[src/rtl/alarm_trigger.sv]
// Car alarm Moore FSM: arm, entry delay, timed siren bursts, hidden-switch disarm.
// State and outputs update one cycle after inputs are sampled; no flow control.
module alarm_trigger #(
    parameter int T_DRIVER    = 6,
    parameter int T_PASSENGER = 10,
    parameter int T_ALARM     = 8
) (
    input  logic       clock,
    input  logic       reset,
    input  logic       armar,
    input  logic       door_driver,
    input  logic       door_pass,
    input  logic       ignicao,
    input  logic       botao,
    output logic       armed,
    output logic       siren,
    output logic [1:0] status
);

    localparam logic [1:0] S_DISARMED  = 2'd0;
    localparam logic [1:0] S_ARMED     = 2'd1;
    localparam logic [1:0] S_TRIGGERED = 2'd2;
    localparam logic [1:0] S_ALARM     = 2'd3;

    localparam logic [4:0] LD_DRIVER    = 5'(T_DRIVER - 1);
    localparam logic [4:0] LD_PASSENGER = 5'(T_PASSENGER - 1);
    localparam logic [4:0] LD_ALARM     = 5'(T_ALARM - 1);

    logic [1:0] state_q, state_d;
    logic [4:0] cnt_q, cnt_d;
    logic       any_door;
    logic       expired;

    assign any_door = door_driver | door_pass;
    assign expired  = (cnt_q == 5'd0);

    always_comb begin
        state_d = state_q;
        cnt_d   = cnt_q;
        if (botao) begin
            state_d = S_DISARMED;
            cnt_d   = 5'd0;
        end else begin
            case (state_q)
                S_DISARMED: begin
                    cnt_d = 5'd0;
                    if (armar && !any_door && !ignicao) begin
                        state_d = S_ARMED;
                    end
                end
                S_ARMED: begin
                    cnt_d = 5'd0;
                    if (any_door) begin
                        state_d = S_TRIGGERED;
                        // Driver door wins when both open together
                        cnt_d   = door_driver ? LD_DRIVER : LD_PASSENGER;
                    end
                end
                S_TRIGGERED: begin
                    if (ignicao) begin
                        state_d = S_DISARMED;
                        cnt_d   = 5'd0;
                    end else if (expired) begin
                        state_d = S_ALARM;
                        cnt_d   = LD_ALARM;
                    end else begin
                        cnt_d = cnt_q - 5'd1;
                    end
                end
                S_ALARM: begin
                    if (ignicao) begin
                        state_d = S_DISARMED;
                        cnt_d   = 5'd0;
                    end else if (expired) begin
                        if (any_door) begin
                            cnt_d = LD_ALARM;
                        end else begin
                            state_d = S_ARMED;
                            cnt_d   = 5'd0;
                        end
                    end else begin
                        cnt_d = cnt_q - 5'd1;
                    end
                end
                default: begin
                    state_d = S_DISARMED;
                    cnt_d   = 5'd0;
                end
            endcase
        end
    end

    always_ff @(posedge clock or posedge reset) begin
        if (reset) begin
            state_q <= S_DISARMED;
            cnt_q   <= 5'd0;
        end else begin
            state_q <= state_d;
            cnt_q   <= cnt_d;
        end
    end

    assign armed  = (state_q != S_DISARMED);
    assign siren  = (state_q == S_ALARM);
    assign status = state_q;

endmodule
[config.mk]
export PLATFORM = sky130hd
export DESIGN_NAME = alarm_trigger
export DESIGN_NICKNAME = d
export VERILOG_FILES = /design/src/rtl/alarm_trigger.sv
export SDC_FILE = /design/constraint.sdc
export NUM_CORES = 1
export LEC_CHECK = 0
export ABC_AREA = 0
export CORE_AREA = 8 8 45 47
export CTS_CLUSTER_SIZE = 28
export DETAILED_ROUTE_END_ITERATION = 7
export DIE_AREA = 0 0 53 55
export GPL_TIMING_DRIVEN = 0
export SYNTH_ARGS = -nofsm -noshare
export SYNTH_HDL_FRONTEND = slang
export SYNTH_SLANG_ARGS = --single-unit
[constraint.sdc]
create_clock -name clock -period 1.72 [get_ports clock]
set_input_delay 0.258 -clock clock [delete_from_list [all_inputs] [get_ports clock]]
set_output_delay 0.258 -clock clock [all_outputs]
set_load 0.1 [all_outputs]
Word level (Yosys, flattened, before mapping). Index checks and enable logic that the tools add are counted.

Mux-type cells: 18. Reduce and logical (&&, ||, !) cells: 8. Add/sub/neg operators: 1. Eq/ne operators: 8. Bitwise logic cells: 1.

Operator list (count): $mux 5 (5); $pmux 5 s4 (1); $mux 2 (8); $mux 4 (2); $ne 4x4->1 const B (2); $pmux 2 s4 (1); $ne 3x3->1 const B (2); $logic_not 5->1 (1); $reduce_and 5->1 (1); $sub 5x1->5 const B (1); $eq 2x2->1 const B (2); $ne 4x3->1 const B (1); $mux 3 (1); $eq 2x1->1 const B (1); $logic_and 1x1->1 (2); $logic_not 1->1 (2); $logic_not 2->1 (1); $reduce_bool 2->1 (1); $or 1x1->1 (1).

Logic and storage cells: 38. Output and inout port bits: 4. Input port bits: 7. Flip-flop bits (word level): 7.

Depth between registers and ports, before layout. Gate-level depths: netlist of the first run.

Depth after elaboration: 7. Gate-level depth with buffers: 5.

Least setup slack after synthesis of the first run. No wires, ideal clock.

Path kind: register -> output. From: reg state_q[1], in the netlist status[1]. To: out siren. Arrival time: 1871 ps. Stages on the path, launching flop included: 2. Slack: -409 ps. Cells stage by stage: dfrtp_1 -> and2_1.

Longest elaborated chain between the ends: 1.

RTL lines: start, declared (line 29) `logic [1:0] state_q, state_d;`; start signal, assigned (line 98) `state_q <= state_d;`; $eq 2x2->1 (line 104) `assign siren = (state_q == S_ALARM);`; end, declared (line 16) `output logic siren,`.

No other way between the ends.

Final worst setup path of the first run. Ends and elaborated chain as after synthesis.

==> metrics.md, run 1 <==
| Metric | Value |
|---|---|
| Share of layout cells above drive strength 1 | `approximately a quarter` |
| RD Place Congestion | `about 0.75` |
| N_diodes | `0` |
| Die Span X | `~53 µm` |
| Drt wl/cell | `13.1 µm` |
| Post-synthesis sequential area ratio | `41.4%` |
| Synth-to-layout area growth | `35.2%` |
| Clock transition at the registers of the reported paths | `0.05 ns` |
| Hold WC Path Type | `in2async` |
| Worst R2R Path Depth | `5` |
| Root buffer cell | `clkbuf_4` |
| Gate power share | `between 10% and 20%` |
| Total track usage | `about 8%` |
| Setup tns final | `0 ns` |
| Fillers | `149` |
| TritonCTS Buffers | `3` |
| Slew Limit Fails | `0` |
| Mapped cell area | `approximately 420 µm²` |
| Pleak | `0.000228 µW` |
| Critical Path Source Type | `flop` |
| Port buffer count | `10` |
| Worst-Margin Slew | `~0.55 ns` |
| CP Data Required Time | `between 1 and 1.5 ns` |
| Cell internal pwr | `about 280 µW` |
| NumNets Final | `66` |
| Initial DRC count | `2` |
| Clock sink total | `7` |
| RR Endpoint | `cnt_q[2]` |
| Pin count of the biggest net entering global routing | `11` |
| Worst reg2reg path startpoint | `cnt_q[0]` |
| Crit-path max FO | `10` |
| Yosys top cell by area | `dfrtp_1` |
| FF+latch count, synth | `7` |
| Via count | `roughly 380` |
| Drt total wl | `roughly 960 µm` |
| Largest cells by area after synthesis | `dfrtp_1, nor2b_1, xnor2_1, inv_1, nor4b_2` |
| Seq pwr share | `a little under half` |
| Cell variety after synth | `28` |
| Min cycle time layout | `between 1.5 and 2 ns` |
| Mapped Cells | `between 40 and 50` |
| Net Sw Power | `roughly 90 µW` |
| Switch share | `between 20% and 30%` |
| Top cell type's share of synthesized area | `between 40% and 50%` |
| Final Cycle Share | `a little over nine tenths` |
| CP endpoint kind | `primary output` |
| Max Freq | `roughly 600 MHz` |
| Max Cap Viol | `0` |
| Die area | `0.00292 mm²` |
| First-pass GRT wire length | `1.66 mm` |
| Post-layout util | `just over 40%` |
| Core Rows | `14` |
| Initial Util | `between 30 and 40%` |
| RSZ-0062 raised after global routing | `false` |
| Synth Warn # | `0` |
| CTS tree | `yes` |
| Avg Vias per Cell | `~5` |
| Mean post-synth cell area | `~9.8 µm²` |
| Clock Power Share | `between 40% and 50%` |
| Routed Antenna Nets | `0` |
| Status | `completed` |
| Pwr Density | `~640 mW/mm²` |
| Io pins | `11` |
| # DRC | `0` |
| Final Hold Viols | `0` |
| VDD IR max | `0.000237 V` |
| Skew final | `approximately 0.0048 ns` |
| Vias in the first global route | `404` |
| # Post-CTS Setup Buffers | `0` |
| Normalized max-slew margin | `between 60% and 70%` |
| Critical setup path kind | `reg2out` |
| H-tree levels | `1` |
| Detail Placement HPWL | `between 700 and 800 µm` |
| Final setup vio count | `0` |
| FF-to-FF setup slack | `approximately 0.10 ns` |
| Syn nets | `around 50` |
| GRT Residual Overflow | `0` |
| Later-pin clock latency in the skew report | `around 0.25 ns` |
| Die Ht | `~55 µm` |
| Core Box Area | `~0.0014 mm²` |
| Max clock buf depth | `2` |
| Pre-antenna DRT Iters | `4` |
| Arr. time, crit path | `~1.4 ns` |
| Initial antenna violation count | `0` |
## through the flow
stage | hold slack (ns) | std cells | total power (µW) | cell area [µm²] | worst slack, ns
finish | 0.237 | 73 | 367 | 572 | 0.0581
floorplan | 0.0613 | 43 | 198 | 427 | 0.161
CTS | 0.246 | 73 | 373 | 572 | 0.0439
global placement | 0.513 | 69 | 223 | 547 | -0.257
global route | 0.268 | 73 | 388 | 572 | 0.0106
detailed placement | 0.518 | 69 | 223 | 547 | -0.259
## kinds of logic (layout without fill, tap and decap cells)
group	Yosys count	after routing	synth area share, %
AND/OR/NAND/NOR	19	19	31.7
adder cells (fa/ha/maj)	1	1	2.96
flip-flops	7	7	41.4
XOR/XNOR	2	2	4.14
buffers and inverters	4	18	3.55
AO/OA/AOI/OAI	10	10	16.3
## routing by layer
| layer | vias to the layer above | track usage, % | routed length (µm) | part of all wire, % |
|---|---|---|---|---|
| met5 | - | 0 | 0 | 0 |
| met4 | 0 | 9.05 | 29 | 3.0 |
| met3 | 3 | 1.60 | 30 | 3.1 |
| met2 | 12 | 12.3 | 447 | 47 |
| met1 | 173 | 8.15 | 450 | 47 |
| li1 | 187 | - | - | - |
## worst max path at each step
stage                          from        to  slack (ns)  depth (start not counted)
final                     status[1]     siren        0.06                          2
after global routing       cnt_q[0]  cnt_q[2]        0.01                          5
after CTS                 status[1]     siren        0.04                          2
after detailed placement  status[1]     siren       -0.26                          2
after global placement    status[1]     siren       -0.26                          2
after floorplan           status[0]  cnt_q[2]        0.16                          3
## worst max-delay path, stage by stage (launching register included)
cell and delay, ns:
dfrtp_2 0.44, and2_2 0.16, clkdlybuf4s15_2 0.55
## state kept, by name (all words and copies together) (netlist names)
register / cells
status: 2
cnt_q: 5
## cells in the mapped netlist
| library cell | number |
|---|---|
| o21ai_0 | 1 |
| a31oi_1 | 1 |
| nor3_1 | 1 |
| nand3_1 | 2 |
| nand2b_1 | 1 |
| o31ai_1 | 1 |
| nand3b_1 | 1 |
| nand2_1 | 1 |
| or3_1 | 2 |
| ha_1 | 1 |
| xnor2_1 | 2 |
| nor4b_1 | 1 |
| a21oi_1 | 1 |
| a221oi_1 | 1 |
| nor2_1 | 1 |
| nor2b_1 | 3 |
| or3b_2 | 1 |
| or4b_4 | 1 |
| a211oi_1 | 1 |
| or2_2 | 1 |
| nor4b_2 | 1 |
| o21ai_2 | 1 |
| o22ai_1 | 2 |
| inv_1 | 4 |
| dfrtp_1 | 7 |
| o21bai_1 | 1 |
| nor3b_1 | 1 |
| and2_1 | 1 |
## cell type report
class,instances,area (µm²),share of cell area (%)
Sequential cell,7,178,31.1
Tap cell,16,20.0,3.50
Clock buffer,4,26.3,4.60
Timing Repair Buffer,10,98.8,17.3
Multi-Input combinational cell,32,234,40.9
Inverter,4,15.0,2.63
## power by group through the flow
stage	combinational [µW]	clock (µW)	sequential [µW]
finish	49.7	148	169
global route	53.5	165	169
CTS	50.3	154	169
detailed placement	51.2	0	172
global placement	51.1	0	171
floorplan	21.1	0	177
## cell usage in the layout, fill, tap and decap left out, types with 2 or more instances in the layout
master,instances
inv_1,4
dfrtp_1,5
xnor2_1,2
clkdlybuf4s50_1,6
nand3_1,2
nor2b_1,3
dfrtp_2,2
clkdlybuf4s15_2,3
or3_1,2
clkbuf_4,3
o22ai_1,2
## timing repair
| item | 4_1_cts | 5_1_grt |
|---|---|---|
| hold buffers | 0 | 0 |
| endpoints found under the setup margin | 4 | 0 |
| resized for setup | 14 | 0 |
(Power assumes the default switching activity.)
==> run 2: changes to the inputs <==
--- a/config.mk
+++ b/config.mk
@@ -6,6 +6,7 @@
 export NUM_CORES = 1
 export LEC_CHECK = 0
 export ABC_AREA = 0
+export CAP_MARGIN = 10
 export CORE_AREA = 8 8 45 47
 export CTS_CLUSTER_SIZE = 28
 export DETAILED_ROUTE_END_ITERATION = 7
==> results of run 2 <==
No change in the layout: final DEF, timing and power equal those of run 1.
